## config.mk

```make
export PLATFORM = sky130hd
export DESIGN_NAME = clct_lut_buffer
export DESIGN_NICKNAME = d
export VERILOG_FILES = /design/src/rtl/clct_lut_buffer.sv
export SDC_FILE = /design/constraint.sdc
export NUM_CORES = 1
export LEC_CHECK = 0
export ABC_AREA = 1
export BUFFER_PORTS_ARGS = -buffer_cell sky130_fd_sc_hd__buf_4
export CAP_MARGIN = 20
export CORE_MARGIN = 8
export CORE_UTILIZATION = 38
export DETAILED_ROUTE_END_ITERATION = 10
export GPL_ROUTABILITY_DRIVEN = 0
export PLACE_DENSITY_LB_ADDON = 0.1
export SYNTH_ARGS = -nofsm -noshare
export SYNTH_HDL_FRONTEND = slang
export SYNTH_SLANG_ARGS = --single-unit
```

## constraint.sdc

```tcl
create_clock -name clock -period 2.93 [get_ports clock]
set_input_delay 0.586 -clock clock [delete_from_list [all_inputs] [get_ports clock]]
set_output_delay 0.586 -clock clock [all_outputs]
set_load 0.1 [all_outputs]
```

## src/rtl/clct_lut_buffer.sv

```systemverilog
// Post-LUT stage of the CLCT pattern finder: quality threshold, pair sort,
// programmable dead time and an 8-deep first-word-fall-through output FIFO.
module clct_lut_buffer #(
  parameter int MXQSB   = 4,
  parameter int MXBNDB  = 5,
  parameter int MXQLTB  = 9,
  parameter int MXKEYB  = 8,
  parameter int MXFADRB = 3
) (
  input  logic                                            clock,
  input  logic                                            reset_n,
  input  logic                                            lut_vld,
  input  logic [MXKEYB-1:0]                               key0,
  input  logic [MXKEYB-1:0]                               key1,
  input  logic [MXQSB-1:0]                                qs0,
  input  logic [MXQSB-1:0]                                qs1,
  input  logic [MXBNDB-1:0]                               bend0,
  input  logic [MXBNDB-1:0]                               bend1,
  input  logic [MXQLTB-1:0]                               quality0,
  input  logic [MXQLTB-1:0]                               quality1,
  input  logic [MXQLTB-1:0]                               qlt_thresh,
  input  logic [3:0]                                      dead_time,
  output logic                                            out_vld,
  input  logic                                            out_rdy,
  output logic [2*(1+MXKEYB+MXQSB+MXBNDB+MXQLTB)-1:0]     out_word,
  output logic [MXFADRB:0]                                fifo_count,
  output logic [7:0]                                      ovf_cnt,
  output logic                                            dead_busy
);

  localparam int SLOTW = 1 + MXKEYB + MXQSB + MXBNDB + MXQLTB;
  localparam int DEPTH = 2 ** MXFADRB;

  typedef struct packed {
    logic [MXKEYB-1:0] key;
    logic [MXQSB-1:0]  qs;
    logic [MXBNDB-1:0] bend;
    logic [MXQLTB-1:0] q;
  } cand_t;

  // Reset asserts asynchronously but releases on a clock edge.
  logic [1:0] rst_pipe;
  logic       rst_n;

  always_ff @(posedge clock or negedge reset_n) begin
    if (!reset_n) rst_pipe <= '0;
    else          rst_pipe <= {rst_pipe[0], 1'b1};
  end
  assign rst_n = rst_pipe[1];

  // Stage 1: capture both candidates
  logic  s1_vld;
  cand_t s1_c0, s1_c1;

  // NOTE: sequential state uses non-blocking assignments so every flop sees pre-edge values.
  always_ff @(posedge clock or negedge rst_n) begin
    if (!rst_n) begin
      s1_vld <= 1'b0;
      s1_c0  <= '0;
      s1_c1  <= '0;
    end else begin
      s1_vld <= lut_vld;
      if (lut_vld) begin
        s1_c0 <= '{key: key0, qs: qs0, bend: bend0, q: quality0};
        s1_c1 <= '{key: key1, qs: qs1, bend: bend1, q: quality1};
      end
    end
  end

  // Sort and accept decision on stage-1 data
  logic                   v0, v1, swap;
  logic [SLOTW-1:0]       slot0, slot1;
  logic [2*SLOTW-1:0]     word;
  logic [3:0]             dead_cnt;
  logic                   accept, pop, full, push, drop;

  // NOTE: every always_comb output gets a default first so no latch can be inferred.
  always_comb begin
    v0    = (s1_c0.q != '0) && (s1_c0.q >= qlt_thresh);
    v1    = (s1_c1.q != '0) && (s1_c1.q >= qlt_thresh);
    swap  = v1 && (!v0 || (s1_c1.q > s1_c0.q));
    slot0 = {1'b1, (swap ? s1_c1 : s1_c0)};
    slot1 = '0;
    if (v0 && v1) slot1 = {1'b1, (swap ? s1_c0 : s1_c1)};
    word  = {slot1, slot0};
  end

  assign accept = s1_vld && (v0 || v1) && (dead_cnt == 4'd0);
  assign pop    = out_vld && out_rdy;
  assign full   = (fifo_count == (MXFADRB+1)'(DEPTH));
  assign push   = accept && (!full || pop);
  assign drop   = accept && full && !pop;

  // Dead time only restarts on a word that actually reached the FIFO.
  always_ff @(posedge clock or negedge rst_n) begin
    if (!rst_n)                 dead_cnt <= 4'd0;
    else if (push)              dead_cnt <= dead_time;
    else if (dead_cnt != 4'd0)  dead_cnt <= dead_cnt - 4'd1;
  end

  always_ff @(posedge clock or negedge rst_n) begin
    if (!rst_n)                       ovf_cnt <= 8'd0;
    else if (drop && ovf_cnt != 8'hFF) ovf_cnt <= ovf_cnt + 8'd1;
  end

  // FIFO
  logic [2*SLOTW-1:0]  mem [DEPTH];
  logic [MXFADRB-1:0]  wr_ptr, rd_ptr;

  // NOTE: storage array has no reset; the count gates every read of it.
  always_ff @(posedge clock) begin
    if (push) mem[wr_ptr] <= word;
  end

  always_ff @(posedge clock or negedge rst_n) begin
    if (!rst_n) begin
      wr_ptr     <= '0;
      rd_ptr     <= '0;
      fifo_count <= '0;
    end else begin
      if (push) wr_ptr <= wr_ptr + 1'b1;
      if (pop)  rd_ptr <= rd_ptr + 1'b1;
      case ({push, pop})
        2'b10:   fifo_count <= fifo_count + 1'b1;
        2'b01:   fifo_count <= fifo_count - 1'b1;
        default: fifo_count <= fifo_count;
      endcase
    end
  end

  assign out_vld   = (fifo_count != '0);
  assign out_word  = out_vld ? mem[rd_ptr] : '0;
  assign dead_busy = (dead_cnt != 4'd0);

endmodule
```

* Word-level counts from Yosys, hierarchy flattened *
Memory sizes are Yosys's and may differ from the RTL's.
Index checks and enable logic that the tools add are counted.

word-level totals
  memory bits (writable) = 424
  memories kept = 1
  flip-flop bits (word level) = 77
  output and inout bits = 68

cells by class
  reductions and logical operators = 24
  eq/ne operators = 4
  magnitude comparators = 3
  muxes and demuxes = 9
  add/sub/neg operators = 6

memories
  memory  words  width  read ports  clocked after Yosys merged registers in  write ports  RTL line  source
  mem     8      53     1           0                                        1            107       logic [2*SLOTW-1:0] mem [DEPTH];

operators by type and width
  operator                                          count
  two-way mux 54 bit                                1
  two-way mux 26 bit                                2
  two-way mux 27 bit                                1
  greater-or-equal comparator 9 bit                 2
  nonzero test 9 bit                                2
  logical AND 1 bit                                 11
  > comparator 9 bit                                1
  adder 8 x 1 -> 8 bit, second input constant       1
  two-way mux 4 bit                                 2
  inequality test 8 bit, second input constant      1
  one-hot mux 4 bit (2 select lines)                1
  nonzero test 4 bit                                2
  subtractor 4 x 1 -> 4 bit, second input constant  2
  adder 3 x 1 -> 3 bit, second input constant       2
  adder 4 x 1 -> 4 bit, second input constant       1
  == test 4 bit, second input constant              1
  zero test 4 bit                                   1
  nonzero test 2 bit                                2
  zero test 1 bit                                   3
  logical OR 1 bit                                  3
  == test 2 x 1 -> 1 bit, second input constant     1
  == test 2 bit, second input constant              1
  two-way mux 1 bit                                 2

* Depth between registers and ports, before layout *
  depth in word-level cells = 8
  depth in mapped cells = 22
  depth with buffers taken out = 22

* Least setup slack after synthesis *
OpenSTA, ideal clock, no wires.

  path type = register to register
  start = register dead_cnt[0]
  end = memory mem[3][0] (netlist bit) (enable)
  slack = -3.425 ns
  setup time = 0.529 ns
  stages on the path, launching flop included = 9
  data required time = 2.401 ns
  data arrival time = 5.825 ns
  cells stage by stage = dfrtp_1 > inv_1 > ha_1 > nand2_1 > nor2_1 > nand3_2 > inv_1 > nand2_1 > nor3_1

on the way
  cells in the longest elaborated chain, start to end = 5

ends and longest elaborated chain
  item                                     RTL line  source
  from (decl)                              74        logic [3:0] dead_cnt;
  from (signal assigned)                   97        else if (push) dead_cnt <= dead_time;
  from (signal assigned)                   98        else if (dead_cnt != 4'd0) dead_cnt <= dead_cnt - 4'd1;
  zero test 4 bit                          88        assign accept = s1_vld && (v0 || v1) && (dead_cnt == 4'd0);
  logical AND 1 bit                        88
  logical AND 1 bit                        91        assign push = accept && (!full || pop);
  two-way mux 1 bit                        112       if (push) mem[wr_ptr] <= word;
  two-way mux 1 bit (not written as such)  112
  to (decl)                                107

No other way between the ends.

* Worst setup path after layout *
  start = register rd_ptr[0]
  end = output port out_word[8]

on the way
  cells in the longest elaborated chain, start to end = 2

ends and longest elaborated chain
  item                      RTL line  source
  from (decl)               108       logic [MXFADRB-1:0] wr_ptr, rd_ptr;
  from (signal assigned)    122       if (pop) rd_ptr <= rd_ptr + 1'b1;
  memory read (8 x 53 bit)  n/a
  two-way mux 54 bit        132       assign out_word = out_vld ? mem[rd_ptr] : '0;
  to (decl)                 25        output logic [2*(1+MXKEYB+MXQSB+MXBNDB+MXQLTB)-1:0] out_word,

No other way between the ends.

==> results.toml <==
[placement]
dpl_cell_area_sq_mm = 0.0251
placed_cells = 2718
hpwl_mm = 38.6
io_buffers = 136

[global_route]
grt_overflow = 0
grt_max_degree = 89
grt_pass1_wl_mm = 91.7
grtUsageTotal_pct = 18.8
grt_pass1_vias = 14601
antenna_found_initial = 1

[worst_hold_path]
hold_path_depth = 3
hold_path.class = "primary input to register"
hold_end = "dead_cnt[3]"
min_from = "dead_time[3]"

[route]
dr.pass1.iters = 7
drc = 0
wl_per_cell_um = 22.7
drtIter0Drc = 1051
viasPerCell = 5.21
vias = 14925
drt-total-wl_mm = 65.2
drtAntennaViolNets = 0

[die]
die_width_um = 252
core.rowCount = 86
initial_core_util_pct = 38.4
die_h_um = 252
die_area_sq_mm = 0.0633
io_pins = 137
core_area_sq_mm = 0.0550

[logic_synthesis]
yosysTopAreaCell = "edfxtp_1"
synth_area_leaders = "edfxtp_1 60%, dfrtp_1 9.1%, o21ai_0 8.3%, nor2_1 6.1%, nand2_1 2.4%"
yosysMostFrequentCell = "edfxtp_1"
yosys-top-cells-count = "424 x edfxtp_1, 348 x o21ai_0, 344 x nor2_1, 136 x nand2_1, 105 x inv_1"
ys_seq_elements = 501
synth_cell_types = 41
synth_top_area_share_pct = 60.4
yosys_warnings = 0
synthArstFlopShare_pct = 15.4
ys.flop_type = "edfxtp_1"
syn_avg_cell_area_sq_um = 11.7
synth_nets = 1911
synth-edff-count = 424
ys_seq_area_share_pct = 69.5
synth_area_sq_mm = 0.0211
postSynthCellCount = 1807

[critical_path]
rr_endpoint = "mem[5][43]"
r2r_setup_slack_ns = 0.15
critical-path-top-delay-family = "buffers and inverters"
start_kind = "register"
reg2reg_depth = 13
cp_data_required_time_ns = 2.34
path_class = "register to output pin"
cp_max_fo = 17
cp_slowest_cell = "dfrtp_4"
cp_num_buf_inv = 4
r2r-start = "s1_c0[5]"
crit_path_end_kind = "output pin"
cpPeakStageDelay_ns = 0.44
arrival_ns = 2.41
crit_chain = "buf_12 -> buf_16 -> clkbuf_16 -> nor2_1 -> nor2_1 -> o21ai_0 -> a31oi_4 -> buf_12"

[clock_network]
cts_max_path_buffers = 3
cts_tree = "done"
clock_sinks = 501
numCtsBuffers = 54
clk_pin_slew_worst_paths_ns = 0.06
clockRootBuffer = "clkbuf_16"
h-tree-depth = 2
clock_latency_ns = 0.60

[finish]
n_fill_cell = 4640
drive_gt1_share_pct = 32.5
finalNonFillerCells = 2866
nets = 2176
seq_area_sq_mm = 0.0147
syn_to_final_growth_pct = 38.9
final_cell_area_sq_mm = 0.0293
diodes = 0
multi_input_area_sq_mm = 0.00719

[timing]
timing.fmax_ghz = 0.334
hold_violations = 0
setup_tns_ns = -0.747
slew_violations = 0
fin_crit_ns = 3.00
rsz0062_at_grt = "yes"
tightest_slew_ns = 0.822
whs_ns = 0.201
relSlewSlack_pct = 45.2
finalWorstSetupSlack_ns = -0.0657
setup-violations-final = 23
worst_clock_skew_ns = 0.0220
fin_crit_sh_pct = 102

[status]
status = "finished with violations"
violations = "negative setup slack"

[pwr]
power_density_mw_per_mm2 = 1250
p_leak_nw = 11.0
power.total_mw = 36.6
ir_drop_uv = 1080

[flow_run]
maxCapViolations = 0
[area by class of cell]
| class | count | area share (%) |
|---|---|---|
| Clock buffer | 67 | 5.14 |
| Clock inverter | 35 | 0.859 |
| Inverter | 107 | 1.56 |
| Multi-Input combinational cell | 1091 | 24.5 |
| Sequential cell | 501 | 50.1 |
| Tap cell | 748 | 3.20 |
| Timing Repair Buffer | 315 | 14.5 |
| Timing Repair inverter | 2 | 0.0854 |
[worst max path at each step]
stage	depth (start not counted)	slack [ns]	from	end
global placement	17	-0.07	qlt_thresh[2]	mem[7][30]
detailed placement	15	-0.08	qlt_thresh[4]	mem[2][15]
global route	9	-0.14	rd_ptr[0]	out_word[6]
CTS	7	-0.13	rd_ptr[0]	out_word[52]
finish	8	-0.07	rd_ptr[0]	out_word[8]
floorplan	13	-0.68	qlt_thresh[2]	mem[2][0]
[repair_timing]
| item | CTS | global route |
|---|---|---|
| hold buffers | 1 | 0 |
| buffers inserted | 7 | 9 |
| pin swaps | 8 | 79 |
| gates cloned | 5 | 25 |
| setup endpoints to repair | 53 | 102 |
| gates resized for setup | 286 | 267 |
| hold endpoints to repair | 2 | 0 |
[per-stage QoR]
step | setup slack (ns) | util, %
finish | -0.0657 | 53.3
global route | -0.139 | 53.3
CTS | -0.128 | 50.7
detailed placement | -0.0756 | 45.6
global placement | -0.0703 | 45.6
floorplan | -0.680 | -
[worst min-delay path, delay by kind of cell]
family	cells	cell delay (ns)
simple gates	1	0.05
compound gates	1	0.06
buf+inv	1	0.08
[cells in the final DEF, fill, tap and decap left out, drive strengths merged]
cell / count
edfxtp: 424
o21ai: 363
nor2: 345
buf: 293
nand2: 142
inv: 107
clkbuf: 88
dfrtp: 77
a31oi: 53
o22ai: 53
a21oi: 34
ha: 34
clkinv: 31
mux2: 17
nand3: 15
nor3: 9
xor2: 7
xnor2: 5
nand4: 4
bufinv: 3
clkinvlp: 3
nand3b: 2
or4: 1
o2111ai: 1
or2: 1
o211ai: 1
a211oi: 1
o21a: 1
fa: 1
dlygate4sd3: 1
conb: 1
[sequential cells by signal (all words and copies together), names as in the netlist]
signal	cells
rst_pipe	2
ovf_cnt	8
s1_vld	1
s1_c0	26
s1_c1	26
fifo_count	4
rd_ptr	3
mem	424
dead_cnt	4
wr_ptr	3
[report_power, final]
part | switching (mW) | leakage, nW | internal, mW | total [mW]
registers | 0.243 | 4.80 | 8.24 | 8.48
logic | 13.6 | 5.30 | 7.76 | 21.4
clock network | 2.81 | 0.863 | 3.89 | 6.70
[cell families after synthesis]
group	Yosys count	share of synthesized area [%]
adders and majority gates	35	2.11
xor gates and xnor gates	12	0.498
and+or+nand+nor	519	9.87
other	1	0.0178
AOI/OAI and AO/OA	507	13.0
DFF	501	69.5
muxes	17	0.908
buffers and inverters	215	4.12
[per-layer routing]
| layer | part of all wire (%) | up-vias | GRT usage [%] |
|---|---|---|---|
| li1 | - | 6995 | - |
| met1 | 46 | 7423 | 26.5 |
| met2 | 46 | 419 | 30.1 |
| met3 | 5.7 | 86 | 3.42 |
| met4 | 2.1 | 2 | 4.41 |
| met5 | 0.015 | - | 0 |
(Power assumes the default switching activity.)
